`src/rtl/console_pkg.sv`:
```
// Shared types, ASCII constants and address packing for the text console write path.
package console_pkg;

    localparam int unsigned COLS_DEF   = 80;
    localparam int unsigned ROWS_DEF   = 30;
    localparam int unsigned ADDR_W_DEF = 12;
    localparam int unsigned ROW_W      = 5;
    localparam int unsigned COL_W      = 7;
    localparam int unsigned DATA_W     = 8;
    localparam int unsigned PACK_W     = ROW_W + COL_W;

    localparam logic [DATA_W-1:0] ASCII_BS       = 8'h08;
    localparam logic [DATA_W-1:0] ASCII_LF       = 8'h0A;
    localparam logic [DATA_W-1:0] ASCII_FF       = 8'h0C;
    localparam logic [DATA_W-1:0] ASCII_CR       = 8'h0D;
    localparam logic [DATA_W-1:0] ASCII_SPACE    = 8'h20;
    localparam logic [DATA_W-1:0] ASCII_PRINT_LO = 8'h20;
    localparam logic [DATA_W-1:0] ASCII_PRINT_HI = 8'h7E;

    typedef enum logic {
        ST_IDLE  = 1'b0,
        ST_CLEAR = 1'b1
    } state_t;

    typedef enum logic [2:0] {
        CUR_NONE    = 3'd0,
        CUR_ADVANCE = 3'd1,
        CUR_NEWLINE = 3'd2,
        CUR_RETURN  = 3'd3,
        CUR_BACK    = 3'd4,
        CUR_HOME    = 3'd5
    } cur_cmd_t;

    // One screen RAM write: packed {row, col} address plus character.
    typedef struct packed {
        logic [PACK_W-1:0] addr;
        logic [DATA_W-1:0] data;
    } ram_wr_t;

    function automatic logic [PACK_W-1:0] pack_addr(input logic [ROW_W-1:0] row,
                                                    input logic [COL_W-1:0] col);
        return {row, col};
    endfunction

endpackage

```
`src/rtl/text_cursor.sv`:
```
// Cursor row/column register with advance, newline, return, backspace and home.
module text_cursor
    import console_pkg::*;
#(
    parameter int unsigned COLS = COLS_DEF,
    parameter int unsigned ROWS = ROWS_DEF
) (
    input  logic             clk25,
    input  logic             rst_n,
    input  cur_cmd_t         i_cmd,
    output logic [ROW_W-1:0] o_row,
    output logic [COL_W-1:0] o_col
);

    logic [ROW_W-1:0] r_row;
    logic [COL_W-1:0] r_col;
    logic [ROW_W-1:0] w_row_nxt;
    logic [COL_W-1:0] w_col_nxt;
    logic [ROW_W-1:0] w_row_down;
    logic             w_last_col;

    assign w_last_col = (r_col == COL_W'(COLS - 1));
    assign w_row_down = (r_row == ROW_W'(ROWS - 1)) ? '0 : r_row + ROW_W'(1);

    // Next cursor position; the screen wraps to row 0 rather than scrolling.
    always_comb begin
        w_row_nxt = r_row;
        w_col_nxt = r_col;
        case (i_cmd)
            CUR_ADVANCE: begin
                if (w_last_col) begin
                    w_col_nxt = '0;
                    w_row_nxt = w_row_down;
                end else begin
                    w_col_nxt = r_col + COL_W'(1);
                end
            end
            CUR_NEWLINE: begin
                w_col_nxt = '0;
                w_row_nxt = w_row_down;
            end
            CUR_RETURN: w_col_nxt = '0;
            CUR_BACK: begin
                if (r_col != '0) begin
                    w_col_nxt = r_col - COL_W'(1);
                end else if (r_row != '0) begin
                    w_row_nxt = r_row - ROW_W'(1);
                    w_col_nxt = COL_W'(COLS - 1);
                end
            end
            CUR_HOME: begin
                w_row_nxt = '0;
                w_col_nxt = '0;
            end
            default: ;
        endcase
    end

    // Cursor state register.
    always_ff @(posedge clk25 or negedge rst_n) begin
        if (!rst_n) begin
            r_row <= '0;
            r_col <= '0;
        end else begin
            r_row <= w_row_nxt;
            r_col <= w_col_nxt;
        end
    end

    assign o_row = r_row;
    assign o_col = r_col;

endmodule

```
`src/rtl/text_console_writer.sv`:
```
// Byte-stream to screen RAM writer: control-code decode, cursor, full-screen clear.
// Optional macro CONSOLE_CLEAR_ON_RESET_EN: leave reset into a full-screen clear.
// COLS is assumed to be at least 2.
module text_console_writer
    import console_pkg::*;
#(
    parameter int unsigned COLS   = COLS_DEF,
    parameter int unsigned ROWS   = ROWS_DEF,
    parameter int unsigned ADDR_W = ADDR_W_DEF
) (
    input  logic              clk25,
    input  logic              rst_n,
    input  logic              in_valid,
    input  logic [DATA_W-1:0] in_data,
    output logic              in_ready,
    output logic              ram_we,
    output logic [ADDR_W-1:0] ram_addr,
    output logic [DATA_W-1:0] ram_data,
    output logic [ROW_W-1:0]  cur_row,
    output logic [COL_W-1:0]  cur_col,
    output logic              busy
);

`ifdef CONSOLE_CLEAR_ON_RESET_EN
    localparam state_t ST_RESET = ST_CLEAR;
`else
    localparam state_t ST_RESET = ST_IDLE;
`endif

    state_t           r_state;
    state_t           w_state_nxt;
    logic             r_we;
    logic             w_we_nxt;
    ram_wr_t          r_wr;
    ram_wr_t          w_wr_nxt;
    logic [ROW_W-1:0] r_clr_row;
    logic [ROW_W-1:0] w_clr_row_nxt;
    logic [COL_W-1:0] r_clr_col;
    logic [COL_W-1:0] w_clr_col_nxt;
    logic             r_clr_last;
    logic             w_clr_last_nxt;
    cur_cmd_t         w_cmd;
    logic [ROW_W-1:0] w_row;
    logic [COL_W-1:0] w_col;
    logic             w_accept;
    logic             w_printable;

    text_cursor #(
        .COLS (COLS),
        .ROWS (ROWS)
    ) u_cursor (
        .clk25 (clk25),
        .rst_n (rst_n),
        .i_cmd (w_cmd),
        .o_row (w_row),
        .o_col (w_col)
    );

    assign in_ready    = (r_state == ST_IDLE) && rst_n;
    assign busy        = (r_state == ST_CLEAR) && rst_n;
    assign w_accept    = in_valid && in_ready;
    assign w_printable = (in_data >= ASCII_PRINT_LO) && (in_data <= ASCII_PRINT_HI);

    // Decode accepted bytes in IDLE; walk the visible area row-major in CLEAR.
    always_comb begin
        w_state_nxt    = r_state;
        w_we_nxt       = 1'b0;
        w_wr_nxt       = r_wr;
        w_clr_row_nxt  = r_clr_row;
        w_clr_col_nxt  = r_clr_col;
        w_clr_last_nxt = r_clr_last;
        w_cmd          = CUR_NONE;
        case (r_state)
            ST_IDLE: begin
                if (w_accept) begin
                    if (w_printable) begin
                        w_we_nxt      = 1'b1;
                        w_wr_nxt.addr = pack_addr(w_row, w_col);
                        w_wr_nxt.data = in_data;
                        w_cmd         = CUR_ADVANCE;
                    end else begin
                        case (in_data)
                            ASCII_LF: w_cmd = CUR_NEWLINE;
                            ASCII_CR: w_cmd = CUR_RETURN;
                            ASCII_BS: begin
                                // Erase lands on the new cursor cell; no-op at home.
                                if (w_col != '0) begin
                                    w_we_nxt      = 1'b1;
                                    w_wr_nxt.addr = pack_addr(w_row, w_col - COL_W'(1));
                                    w_wr_nxt.data = ASCII_SPACE;
                                    w_cmd         = CUR_BACK;
                                end else if (w_row != '0) begin
                                    w_we_nxt      = 1'b1;
                                    w_wr_nxt.addr = pack_addr(w_row - ROW_W'(1),
                                                              COL_W'(COLS - 1));
                                    w_wr_nxt.data = ASCII_SPACE;
                                    w_cmd         = CUR_BACK;
                                end
                            end
                            ASCII_FF: begin
                                // First blank goes out on the accept edge itself.
                                w_state_nxt    = ST_CLEAR;
                                w_we_nxt       = 1'b1;
                                w_wr_nxt.addr  = '0;
                                w_wr_nxt.data  = ASCII_SPACE;
                                w_clr_row_nxt  = '0;
                                w_clr_col_nxt  = COL_W'(1);
                                w_clr_last_nxt = 1'b0;
                            end
                            default: ;
                        endcase
                    end
                end
            end
            ST_CLEAR: begin
                if (r_clr_last) begin
                    w_state_nxt    = ST_IDLE;
                    w_clr_row_nxt  = '0;
                    w_clr_col_nxt  = '0;
                    w_clr_last_nxt = 1'b0;
                end else begin
                    w_we_nxt      = 1'b1;
                    w_wr_nxt.addr = pack_addr(r_clr_row, r_clr_col);
                    w_wr_nxt.data = ASCII_SPACE;
                    if (r_clr_col == COL_W'(COLS - 1)) begin
                        w_clr_col_nxt = '0;
                        if (r_clr_row == ROW_W'(ROWS - 1)) begin
                            w_clr_last_nxt = 1'b1;
                            w_cmd          = CUR_HOME;
                        end else begin
                            w_clr_row_nxt = r_clr_row + ROW_W'(1);
                        end
                    end else begin
                        w_clr_col_nxt = r_clr_col + COL_W'(1);
                    end
                end
            end
            default: w_state_nxt = ST_IDLE;
        endcase
    end

    // FSM, clear walker and registered RAM write port.
    always_ff @(posedge clk25 or negedge rst_n) begin
        if (!rst_n) begin
            r_state    <= ST_RESET;
            r_we       <= 1'b0;
            r_wr       <= '0;
            r_clr_row  <= '0;
            r_clr_col  <= '0;
            r_clr_last <= 1'b0;
        end else begin
            r_state    <= w_state_nxt;
            r_we       <= w_we_nxt;
            r_wr       <= w_wr_nxt;
            r_clr_row  <= w_clr_row_nxt;
            r_clr_col  <= w_clr_col_nxt;
            r_clr_last <= w_clr_last_nxt;
        end
    end

    assign ram_we   = r_we;
    assign ram_addr = ADDR_W'(r_wr.addr);
    assign ram_data = r_wr.data;
    assign cur_row  = w_row;
    assign cur_col  = w_col;

endmodule
```
`config.mk`:
```
export PLATFORM = sky130hd
export DESIGN_NAME = text_console_writer
export DESIGN_NICKNAME = d
export VERILOG_FILES = /design/src/rtl/console_pkg.sv /design/src/rtl/text_cursor.sv /design/src/rtl/text_console_writer.sv
export SDC_FILE = /design/constraint.sdc
export NUM_CORES = 1
export LEC_CHECK = 0
export CORE_UTILIZATION = 55
export DETAILED_ROUTE_END_ITERATION = 6
export PLACE_DENSITY = 0.85
export SLEW_MARGIN = 10
export SYNTH_ARGS = -nofsm -noshare
export SYNTH_HDL_FRONTEND = slang
export SYNTH_SLANG_ARGS = --single-unit
```
`constraint.sdc`:
```
create_clock -name clk25 -period 3.4 [get_ports clk25]
set_clock_uncertainty 0.15 [all_clocks]
set_input_delay 0.68 -clock clk25 [delete_from_list [all_inputs] [get_ports clk25]]
set_output_delay 0.68 -clock clk25 [all_outputs]
set_load 0.01 [all_outputs]
```
==> impl_summary.txt, run 1 <==
----------------------------------------------------
[Setup path]
  Critical path buffers and inverters ... 2
  Element type at the critical path start ... input pin
  Chain of cells forming the critical path ... clkdlybuf4s50_1 -> nor4_1 -> buf_4 -> and4b_1 -> nand4_1 -> nand3_1 -> o211ai_1 -> o21a_1
  Delay of the slowest cell on the worst path ... 0.48 ns
  Top fanout value on the critical path ... 11
  Kind of end point of the critical path ... flip-flop
  Family of cells with the greatest summed delay on the critical path ... simple AND/OR/NAND/NOR gates
  Category of the most critical setup path ... input pin to flip-flop
  Critical-path top delay cell ... clkdlybuf4s50_1
  Arrival @ worst endpoint ... 2.91 ns
  Critical path data required time ... 3.46 ns

[Synth]
  Average cell area after synthesis ... 8.58 um^2
  Cell type with the largest total area after synthesis ... dfrtp_1
  Ys async rst share ... 1.00
  Library cells used by synthesis ... 61
  Post-Synthesis Cells ... 362
  Register area share after synthesis ... 0.379
  Total standard cell area after synthesis ... 3100 um^2
  Area share of the leading cell type in the synthesized netlist ... 0.379
  Number of synthesis warnings ... 0
  Area contributors post-synth ... dfrtp_1, nand2_1, o21ai_0
  Primary flip-flop cell chosen by synthesis mapping ... dfrtp_1
  Number of flip-flops and latches in the synthesized netlist ... 47
  Synthesized netlist net count ... 383
  Number of enable-type register cells in the synthesized netlist ... 0

[Floorplan]
  Core region area ... 5270 um^2
  Die X ... 77.1 um
  Area of the die ... 5950 um^2
  Row Count ... 26
  Boundary pin count ... 46
  Starting density of the core ... 0.589
  DIE HEIGHT ... 77.1 um

[Drt]
  Detailed-route via count ... 2957
  Violation count after the first detailed-routing iteration ... 354
  First-pass iteration count of the detailed router ... 5
  DRT antenna net count ... 0
  Detailed-route wire length ... 8070 um
  Detailed-route wire length per cell ... 17.0 um
  Via-to-Cell Ratio ... 6.21
  Residual DRC ... 0

[Global routing]
  Maximum number of pins on one net before global-route repair ... 26
  Initial antenna violation count ... 0
  First-pass GRT wire length ... 13500 um
  Residual overflow from global routing ... 0
  Total routing usage reported by global routing ... 0.283
  Via count of the first global-routing pass ... 2728

[Cells and area]
  FILL cells ... 422
  Area Overhead vs Synth ... 19.8%
  Final antenna diode count ... 0
  Final standard cell utilization of the core ... 0.706
  Share of final-layout standard cells stronger than drive strength 1 ... 0.0788
  Final std cells w/o fill ... 476
  Total area of multi-input combinational cells ... 1810 um^2
  Register cell area after layout ... 1180 um^2
  Final nets ... 426

[Place]
  DP Cell Count ... 468
  GPL Wtd Cong ... 0.924
  Number of port buffers ... 45
  Post-detailed-placement half-perimeter wirelength ... 6020 um

[Pwr]
  Leakage dissipation ... 1.60 nW
  Power per cell area ... 362 nW/um^2
  Max IR drop VDD ... 265 uV

[CTS]
  Post-cts sizing count ... 0
  Number of sinks handled by clock tree synthesis ... 47
  Clock input transition at the sequential cells of the worst setup and hold paths ... 0.10 ns
  CTS Root Cell ... clkbuf_8
  Clock network latency to the later pin of the worst-skew pair ... 0.31 ns
  Clock tree from TritonCTS ... yes
  Post-CTS Hold Fix Bufs ... 0
  Number of buffers added by the clock tree synthesis step ... 5
  # Post-CTS Setup Buffers ... 0
  Number of buffers on the longest clock path ... 2
  H-tree depth reported by CTS ... 2

[Timing]
  RSZ-0062 raised after global routing ... no
  Fin. max-slew vios ... 0
  Setup Total Neg Slack ... 0 ns
  F_max ... 350 MHz
  Count of final hold-check violations ... 0
  Slew at the pin with the worst max-slew slack ... 0.673 ns
  Final critical delay including setup and external delays ... 2.85 ns
  Final period util ... 0.840
  Normalized max-slew margin ... 0.549
  Final Setup Violations ... 0

[Flow run]
  Max Cap Viol ... 0

[Status]
  Status ... finished, final reports clean

[Worst hold path]
  Worst min path class ... input pin to asynchronous set/reset pin

----------------------------------------------------
-- synthesized netlist by cell type, types with 6 or more instances --
master and instances:
o31ai_1 8, ha_1 10, inv_1 10, nor2_1 31, nand3_1 18, a21oi_1 14
o21ai_0 26, nor3_1 8, nand2_1 53, clkbuf_1 10, nor2b_1 8, o211ai_1 7
xor2_1 8, dfrtp_1 47, o21a_1 6
-- final timing paths --
path	start	endpoint	slack, ns	depth (start not counted)
max in group asynchronous	rst_n	r_clr_col[3]	2.66	2
setup reg to reg	u_cursor.o_row[0]	u_cursor.o_row[4]	0.66	9
hold / removal	rst_n	ram_data[5]	0.19	2
min in group clk25	ram_data[4]	ram_data[4]	0.33	2
setup / recovery	in_data[6]	u_cursor.o_row[1]	0.55	8
hold reg to reg	ram_data[4]	ram_data[4]	0.33	2
-- through the flow --
step | hold slack [ns] | area (um^2) | power, mW | setup slack (ns)
floorplan | 0.234 | 3100 | 0.844 | 0.700
global placement | 0.301 | 3630 | 0.975 | 0.369
detailed placement | 0.315 | 3630 | 0.991 | 0.264
CTS | 0.201 | 3720 | 1.35 | 0.584
global route | 0.214 | 3720 | 1.41 | 0.334
finish | 0.193 | 3720 | 1.34 | 0.545
-- flip-flops by register name (all words and copies together) (netlist names) --
register,flops
ram_data,8
u_cursor.o_row,5
r_clr_col,7
r_clr_row,5
u_cursor.o_col,7
ram_addr,12
ram_we,1
r_state,1
r_clr_last,1
-- cells by family (layout without fill, tap and decap cells) --
family                   Yosys count  after routing  share of synthesized area
AO/OA/AOI/OAI                    102            102                      0.231
AND/OR/NAND/NOR                  160            160                      0.267
multiplexers                       7              7                     0.0234
XOR/XNOR                           8              8                     0.0226
adder cells (fa/ha/maj)           10             10                     0.0403
buffers and inverters             28             72                     0.0371
flip-flops                        47             47                      0.379
-- worst reg2reg max path: stages (launching register included) --
cell,delay (ns)
dfrtp_1,0.48
inv_1,0.18
ha_1,0.17
nor4b_1,0.40
nand3_1,0.25
a211o_1,0.35
a221oi_4,0.32
buf_4,0.22
nor2_1,0.04
a21oi_1,0.12
-- layer usage --
metal	part of all wire	GRT usage
met5	0	0
met4	0.014	0.0717
met3	0.072	0.0417
met2	0.47	0.452
met1	0.45	0.401
-- cell type report --
cell class	instances	share of cell area
clock buffer	5	0.0185
clock inverter	3	0.00606
inverter	10	0.0101
multi-input combinational	287	0.488
sequential	47	0.316
tap	70	0.0236
timing repair buffer	54	0.138
-- cell usage in the layout, fill, tap and decap left out, types with 5 or more instances in the layout --
master and count:
dfrtp_1 47, mux2i_1 5, o21a_1 6, o21ai_0 26
xor2_1 8, and3_1 5, clkbuf_8 5, a221oi_1 5
clkdlybuf4s50_1 44, inv_1 10, o211ai_1 7, nand2_1 53
o31ai_1 8, buf_4 9, ha_1 10, nor2_1 31
nor3_1 8, a21oi_1 14, nor2b_1 8, nand4_1 5
nand3_1 18
-- power breakdown --
| part | leakage (nW) | total [mW] | switching, mW | internal [mW] |
|---|---|---|---|---|
| registers | 0.603 | 0.691 | 0.0681 | 0.623 |
| logic | 0.953 | 0.294 | 0.142 | 0.152 |
| clock network | 0.0485 | 0.359 | 0.211 | 0.148 |
Note: power is estimated with default switching activity, not from simulation.
==> inputs of run 2 (changes only) <==
--- a/config.mk
+++ b/config.mk
@@ -5,9 +5,9 @@
 export SDC_FILE = /design/constraint.sdc
 export NUM_CORES = 1
 export LEC_CHECK = 0
-export CORE_UTILIZATION = 55
+export CORE_UTILIZATION = 49
 export DETAILED_ROUTE_END_ITERATION = 6
-export PLACE_DENSITY = 0.85
+export PLACE_DENSITY = 0.8
 export SLEW_MARGIN = 10
 export SYNTH_ARGS = -nofsm -noshare
 export SYNTH_HDL_FRONTEND = slang
==> constraint.sdc (replaced) <==
create_clock -name clk25 -period 2.4 [get_ports clk25]
set_clock_uncertainty 0.15 [all_clocks]
set_input_delay 0.48 -clock clk25 [delete_from_list [all_inputs] [get_ports clk25]]
set_output_delay 0.48 -clock clk25 [all_outputs]
set_load 0.01 [all_outputs]
==> impl_summary.txt, run 2 (same netlist as run 1, synthesis figures left out) <==
----------------------------------------------------
[Timing]
  Setup Total Neg Slack ... -0.0113 ns (-0.0113 ns)
  PnR worst setup slack ... -0.00757 ns (-0.553 ns)
  F_max ... 415 MHz
  Fin. max-slew vios ... 0 (unchanged)
  RSZ-0062 raised after global routing ... yes
  Final Setup Violations ... 2 (+2)
  Final period util ... 1.00
  Normalized max-slew margin ... 0.715 (+0.166)
  Slew at the pin with the worst max-slew slack ... 0.427 ns (-0.246 ns)
  Count of final hold-check violations ... 0 (unchanged)
  Final critical delay including setup and external delays ... 2.41 ns

[Setup path]
  Arrival @ worst endpoint ... 2.49 ns (-0.42 ns)
  Category of the most critical setup path ... input pin to flip-flop
  Top fanout value on the critical path ... 6 (-5)
  Critical path data required time ... 2.49 ns (-0.97 ns)
  Element type at the critical path start ... input pin
  Kind of end point of the critical path ... flip-flop

[Cells and area]
  FILL cells ... 443 (+5.0%)
  Final standard cell utilization of the core ... 0.718 (+0.0126)
  Area of all placed cells without fillers ... 4330 um^2 (+16%)
  Leading cell type in the layout, fill and taps excluded ... buf_4
  Share of final-layout standard cells stronger than drive strength 1 ... 0.254 (+0.175)
  Commonest cells after routing, fill and taps aside ... buf_4, nand2_1, dfrtp_1
  Final antenna diode count ... 0 (unchanged)
  Area Overhead vs Synth ... 39.4%
  Max reg flops ... 12 (unchanged)
  Final nets ... 492 (+15%)

[Drt]
  Via-to-Cell Ratio ... 5.99 (-3.6%)
  Violation count after the first detailed-routing iteration ... 387 (+9.3%)
  Detailed-route wire length ... 9220 um (+14%)
  First-pass iteration count of the detailed router ... 5 (unchanged)
  DRT antenna net count ... 0 (unchanged)
  Residual DRC ... 0 (unchanged)
  Detailed-route via count ... 3275 (+11%)
  Detailed-route wire length per cell ... 16.9 um (-0.59%)

[CTS]
  Clock input transition at the sequential cells of the worst setup and hold paths ... 0.10 ns (about the same)
  Clock network latency to the later pin of the worst-skew pair ... 0.31 ns (about the same)
  H-tree depth reported by CTS ... 2 (unchanged)
  CTS Root Cell ... clkbuf_8
  Clock tree from TritonCTS ... yes
  Number of buffers on the longest clock path ... 2 (unchanged)
  Number of sinks handled by clock tree synthesis ... 47 (unchanged)
  Number of buffers added by the clock tree synthesis step ... 5 (unchanged)

[Global routing]
  Via count of the first global-routing pass ... 2859 (+4.8%)
  Residual overflow from global routing ... 0 (unchanged)
  Maximum number of pins on one net before global-route repair ... 33 (+27%)
  Initial antenna violation count ... 0 (unchanged)
  First-pass GRT wire length ... 13900 um (+2.7%)
  Total routing usage reported by global routing ... 0.276 (-0.00731)

[Floorplan]
  Boundary pin count ... 46 (unchanged)
  Area of the die ... 6660 um^2 (+12%)
  Core region area ... 6030 um^2 (+14%)
  Die X ... 81.6 um (+5.8%)
  Row Count ... 28 (+7.7%)
  DIE HEIGHT ... 81.6 um (+5.8%)
  Starting density of the core ... 0.515 (-0.0739)

[Place]
  Post-detailed-placement half-perimeter wirelength ... 6660 um (+11%)
  Post-place instance area ... 4040 um^2 (+11%)
  GPL Wtd Cong ... 0.917 (-0.79%)
  Number of port buffers ... 45 (unchanged)
  Setup slack at placement ... -0.426 ns (-0.691 ns)

[Pwr]
  Tot Pwr ... 2.00 mW (+49%)
  Power per cell area ... 462 nW/um^2 (+28%)
  Leakage dissipation ... 1.98 nW (+24%)
  Max IR drop VDD ... 340 uV (+29%)

[Worst hold path]
  Worst min path class ... input pin to asynchronous set/reset pin

[Status]
  Failing checks ... negative setup slack
  Status ... finished, violations left

[Flow run]
  Max Cap Viol ... 0 (unchanged)

----------------------------------------------------
## run 2: final cells by class
type,instances,area [um^2],share of cell area
Timing Repair Buffer,120,1020,0.235
Tap cell,75,93.8,0.0217
Sequential cell,47,1180,0.273
Clock inverter,3,22.5,0.00520
Clock buffer,5,68.8,0.0159
Inverter,10,37.5,0.00867
Multi-Input combinational cell,287,1910,0.441
## run 2: path summary, 6_finish.rpt
path / start / end / slack [ns] / cells after the start
worst max-delay path: in_data[1] / u_cursor.o_row[4] / -0.008 / 9
worst min-delay path: rst_n / ram_data[3] / 0.01 / 2
worst max register to register: r_clr_row[0] / u_cursor.o_row[4] / 0.02 / 10
worst min register to register: ram_data[0] / ram_data[0] / 0.32 / 2
max in group asynchronous: rst_n / ram_addr[4] / 1.48 / 2
min in group clk25: ram_data[0] / ram_data[0] / 0.32 / 2
## run 2: critical path, cell delays in order
cell and delay (ns):
clkdlybuf4s50_1 0.55, buf_4 0.15, and3b_1 0.19, buf_4 0.14, o21a_1 0.23, a221oi_4 0.39, buf_4 0.20, nor2_1 0.04
a21oi_1 0.12
## run 2: where the power goes
group          switching [mW]  leakage [nW]  internal [mW]
clock                   0.310        0.0485          0.210
sequential             0.0725         0.598          0.884
combinational           0.246          1.34          0.279
total                   0.628          1.98           1.37
## run 2: metrics by stage
stage / hold WS (ns) / std cells
after floorplan: 0.0344 / 362
after global placement: 0.168 / 526
after detailed placement: 0.175 / 526
after CTS: 0.0253 / 535
after global routing: 0.0340 / 547
final: 0.0147 / 547
## run 2: repair_timing
item / in CTS / in global routing
resized for setup: 9 / 29
pin swaps: 5 / 9
endpoints found under the setup margin: 24 / 37
buffers inserted: 0 / 12
hold endpoints to repair: 4 / 0
hold buffers: 1 / 0
## run 2: layer usage
| layer | vias to the layer above | global-route usage | routed length (um) |
|---|---|---|---|
| met3 | 12 | 0.0378 | 538 |
| met5 | - | 0 | 0 |
| met4 | 0 | 0.0772 | 125 |
| met1 | 1589 | 0.370 | 4090 |
| li1 | 1534 | - | - |
| met2 | 140 | 0.463 | 4470 |
==> inputs of run 3 (changes only) <==
--- a/config.mk
+++ b/config.mk
@@ -7,7 +7,8 @@
 export LEC_CHECK = 0
 export CORE_UTILIZATION = 49
 export DETAILED_ROUTE_END_ITERATION = 6
-export PLACE_DENSITY = 0.8
+export MAX_ROUTING_LAYER = met4
+export PLACE_DENSITY = 0.76
 export SLEW_MARGIN = 10
 export SYNTH_ARGS = -nofsm -noshare
 export SYNTH_HDL_FRONTEND = slang
==> impl_summary.txt, run 3 (same netlist as run 1, synthesis figures left out) <==
----------------------------------------------------
[Timing]
  RSZ-0062 raised after global routing ... yes
  F_max ... 419 MHz (+0.83%)
  Normalized max-slew margin ... 0.586 (-0.129)
  Count of final hold-check violations ... 0 (unchanged)
  Final Setup Violations ... 0 (-2)
  Fin. max-slew vios ... 0 (unchanged)
  Final period util ... 0.995 (-0.00829)
  Final critical delay including setup and external delays ... 2.39 ns (-0.0199 ns)
  Slew at the pin with the worst max-slew slack ... 0.618 ns (+0.191 ns)

[Cells and area]
  FILL cells ... 484 (+9.3%)
  Final nets ... 496 (+0.81%)
  Register cell area after layout ... 1180 um^2 (-0.21%)
  Area Overhead vs Synth ... 40.1%
  Total area of multi-input combinational cells ... 1880 um^2 (-1.3%)
  Commonest cells after routing, fill and taps aside ... buf_4, nand2_1, dfrtp_1
  Share of final-layout standard cells stronger than drive strength 1 ... 0.244 (-0.0105)
  Max reg flops ... 12 (unchanged)
  Final std cells w/o fill ... 551 (+0.73%)
  Final antenna diode count ... 0 (unchanged)
  Leading cell type in the layout, fill and taps excluded ... buf_4

[Drt]
  Detailed-route wire length ... 9300 um (+0.87%)
  Detailed-route via count ... 3262 (-0.40%)
  Via-to-Cell Ratio ... 5.92 (-1.1%)
  Residual DRC ... 0 (unchanged)
  Violation count after the first detailed-routing iteration ... 197 (-49%)
  Detailed-route wire length per cell ... 16.9 um (+0.14%)
  DRT antenna net count ... 0 (unchanged)
  First-pass iteration count of the detailed router ... 5 (unchanged)

[Setup path]
  Family of cells with the greatest summed delay on the critical path ... buffers and inverters
  Chain of cells forming the critical path ... clkdlybuf4s50_1 -> nor4_2 -> buf_4 -> and4b_2 -> a211o_1 -> a221oi_4 -> buf_4 -> nor2_2 -> a21oi_1
  Kind of end point of the critical path ... flip-flop
  Top fanout value on the critical path ... 6 (unchanged)
  Critical path buffers and inverters ... 3 (-1)
  Arrival @ worst endpoint ... 2.47 ns (-0.02 ns)
  CP dominant cell by count ... buf_4
  Element type at the critical path start ... input pin
  Category of the most critical setup path ... input pin to flip-flop
  Critical-path top delay cell ... clkdlybuf4s50_1
  Delay of the slowest cell on the worst path ... 0.50 ns (-0.05 ns)
  Critical path data required time ... 2.48 ns (about the same)

[Place]
  Post-detailed-placement half-perimeter wirelength ... 6790 um (+1.9%)
  Number of port buffers ... 45 (unchanged)
  DP Cell Count ... 536 (+1.9%)
  GPL Wtd Cong ... 0.907 (-1.1%)

[CTS]
  CTS Root Cell ... clkbuf_8
  Number of sinks handled by clock tree synthesis ... 47 (unchanged)
  Number of buffers on the longest clock path ... 2 (unchanged)
  Clock input transition at the sequential cells of the worst setup and hold paths ... 0.10 ns (about the same)
  Clock network latency to the later pin of the worst-skew pair ... 0.31 ns (about the same)
  Number of buffers added by the clock tree synthesis step ... 5 (unchanged)
  Clock tree from TritonCTS ... yes
  H-tree depth reported by CTS ... 2 (unchanged)

[Floorplan]
  Area of the die ... 6660 um^2 (unchanged)
  Die X ... 81.6 um (unchanged)
  Row Count ... 28 (unchanged)
  DIE HEIGHT ... 81.6 um (unchanged)
  Starting density of the core ... 0.515 (unchanged)
  Core region area ... 6030 um^2 (unchanged)
  Boundary pin count ... 46 (unchanged)

[Global routing]
  Total routing usage reported by global routing ... 0.294 (+0.0182)
  Via count of the first global-routing pass ... 2959 (+3.5%)
  First-pass GRT wire length ... 14400 um (+3.4%)
  Maximum number of pins on one net before global-route repair ... 36 (+9.1%)
  Initial antenna violation count ... 0 (unchanged)
  Residual overflow from global routing ... 0 (unchanged)

[Pwr]
  Max IR drop VDD ... 437 uV (+28%)
  Leakage dissipation ... 2.03 nW (+2.2%)
  Tot Pwr ... 1.99 mW (-0.72%)
  Power per cell area ... 457 nW/um^2 (-1.2%)

[Flow run]
  Max Cap Viol ... 0 (unchanged)

[Worst hold path]
  Worst min path class ... input pin to asynchronous set/reset pin

[Status]
  Status ... finished, final reports clean

----------------------------------------------------
==> run 3: cell count changes in the layout (fill, tap and decap cells not counted), sizes merged <==
cell          before  now
buf               75   79
dlymetal6s2s       4    6
clkbuf             6    5
dlygate4sd2        2    1
==> run 3: metrics by stage <==
step	util	worst slack, ns	hold WS [ns]	cell area (um^2)	setup TNS (ns)
after floorplan	-	0.0302	0.0344	3120	0
after global placement	0.684	-0.386	0.303	4120	-9.32
after detailed placement	0.684	-0.387	0.309	4120	-10.94
after CTS	0.704	0.000363	0.204	4240	0
after global routing	0.722	-0.0446	0.237	4350	-0.172
final	0.722	0.0123	0.184	4350	0
==> run 3: final timing paths <==
path / from / end / slack [ns] / depth (start not counted)
hold / removal: rst_n / ram_we / 0.18 / 3
setup reg to reg: r_clr_col[6] / u_cursor.o_row[3] / 0.02 / 7
min in group clk25: ram_addr[0] / ram_addr[0] / 0.33 / 2
hold reg to reg: ram_addr[0] / ram_addr[0] / 0.33 / 2
setup / recovery: in_data[7] / u_cursor.o_row[3] / 0.01 / 9
max in group asynchronous: rst_n / u_cursor.o_col[0] / 0.96 / 3
==> run 3: per-layer routing <==
layer / GRT usage / part of all wire / vias to the layer above
li1: - / - / 1546
met1: 0.392 / 0.45 / 1556
met2: 0.474 / 0.47 / 139
met3: 0.0411 / 0.058 / 21
met4: 0.0702 / 0.024 / 0
met5: - / 0 / -
==> run 3: repair_timing <==
action,in CTS,in global routing
buffers inserted,2,5
gates resized for setup,3,27
setup endpoints to repair,10,31
pin swaps,2,9
hold buffers,1,0
hold endpoints to repair,12,0
==> run 3: layout make-up <==
cell class | instances | share of cell area
well taps | 75 | 0.0216
repair buffers | 124 | 0.245
clock buffers | 5 | 0.0158
flip-flops and latches | 47 | 0.271
inverters | 10 | 0.00863
clock inverters | 3 | 0.00518
multi-input cells | 287 | 0.433
==> run 3: power breakdown <==
| part | total, mW | leakage, nW | switching, mW | internal (mW) |
|---|---|---|---|---|
| clock | 0.506 | 0.0485 | 0.297 | 0.209 |
| sequential | 0.957 | 0.601 | 0.0738 | 0.883 |
| combinational | 0.523 | 1.38 | 0.247 | 0.276 |
==> run 3: worst register-to-register path, stage by stage (launching register included) <==
cell      delay [ns]
dfrtp_1         0.41
or3b_4          0.42
nor4_4          0.48
a31oi_4         0.08
a221oi_4        0.43
buf_4           0.19
nor2_2          0.03
a21oi_1         0.12
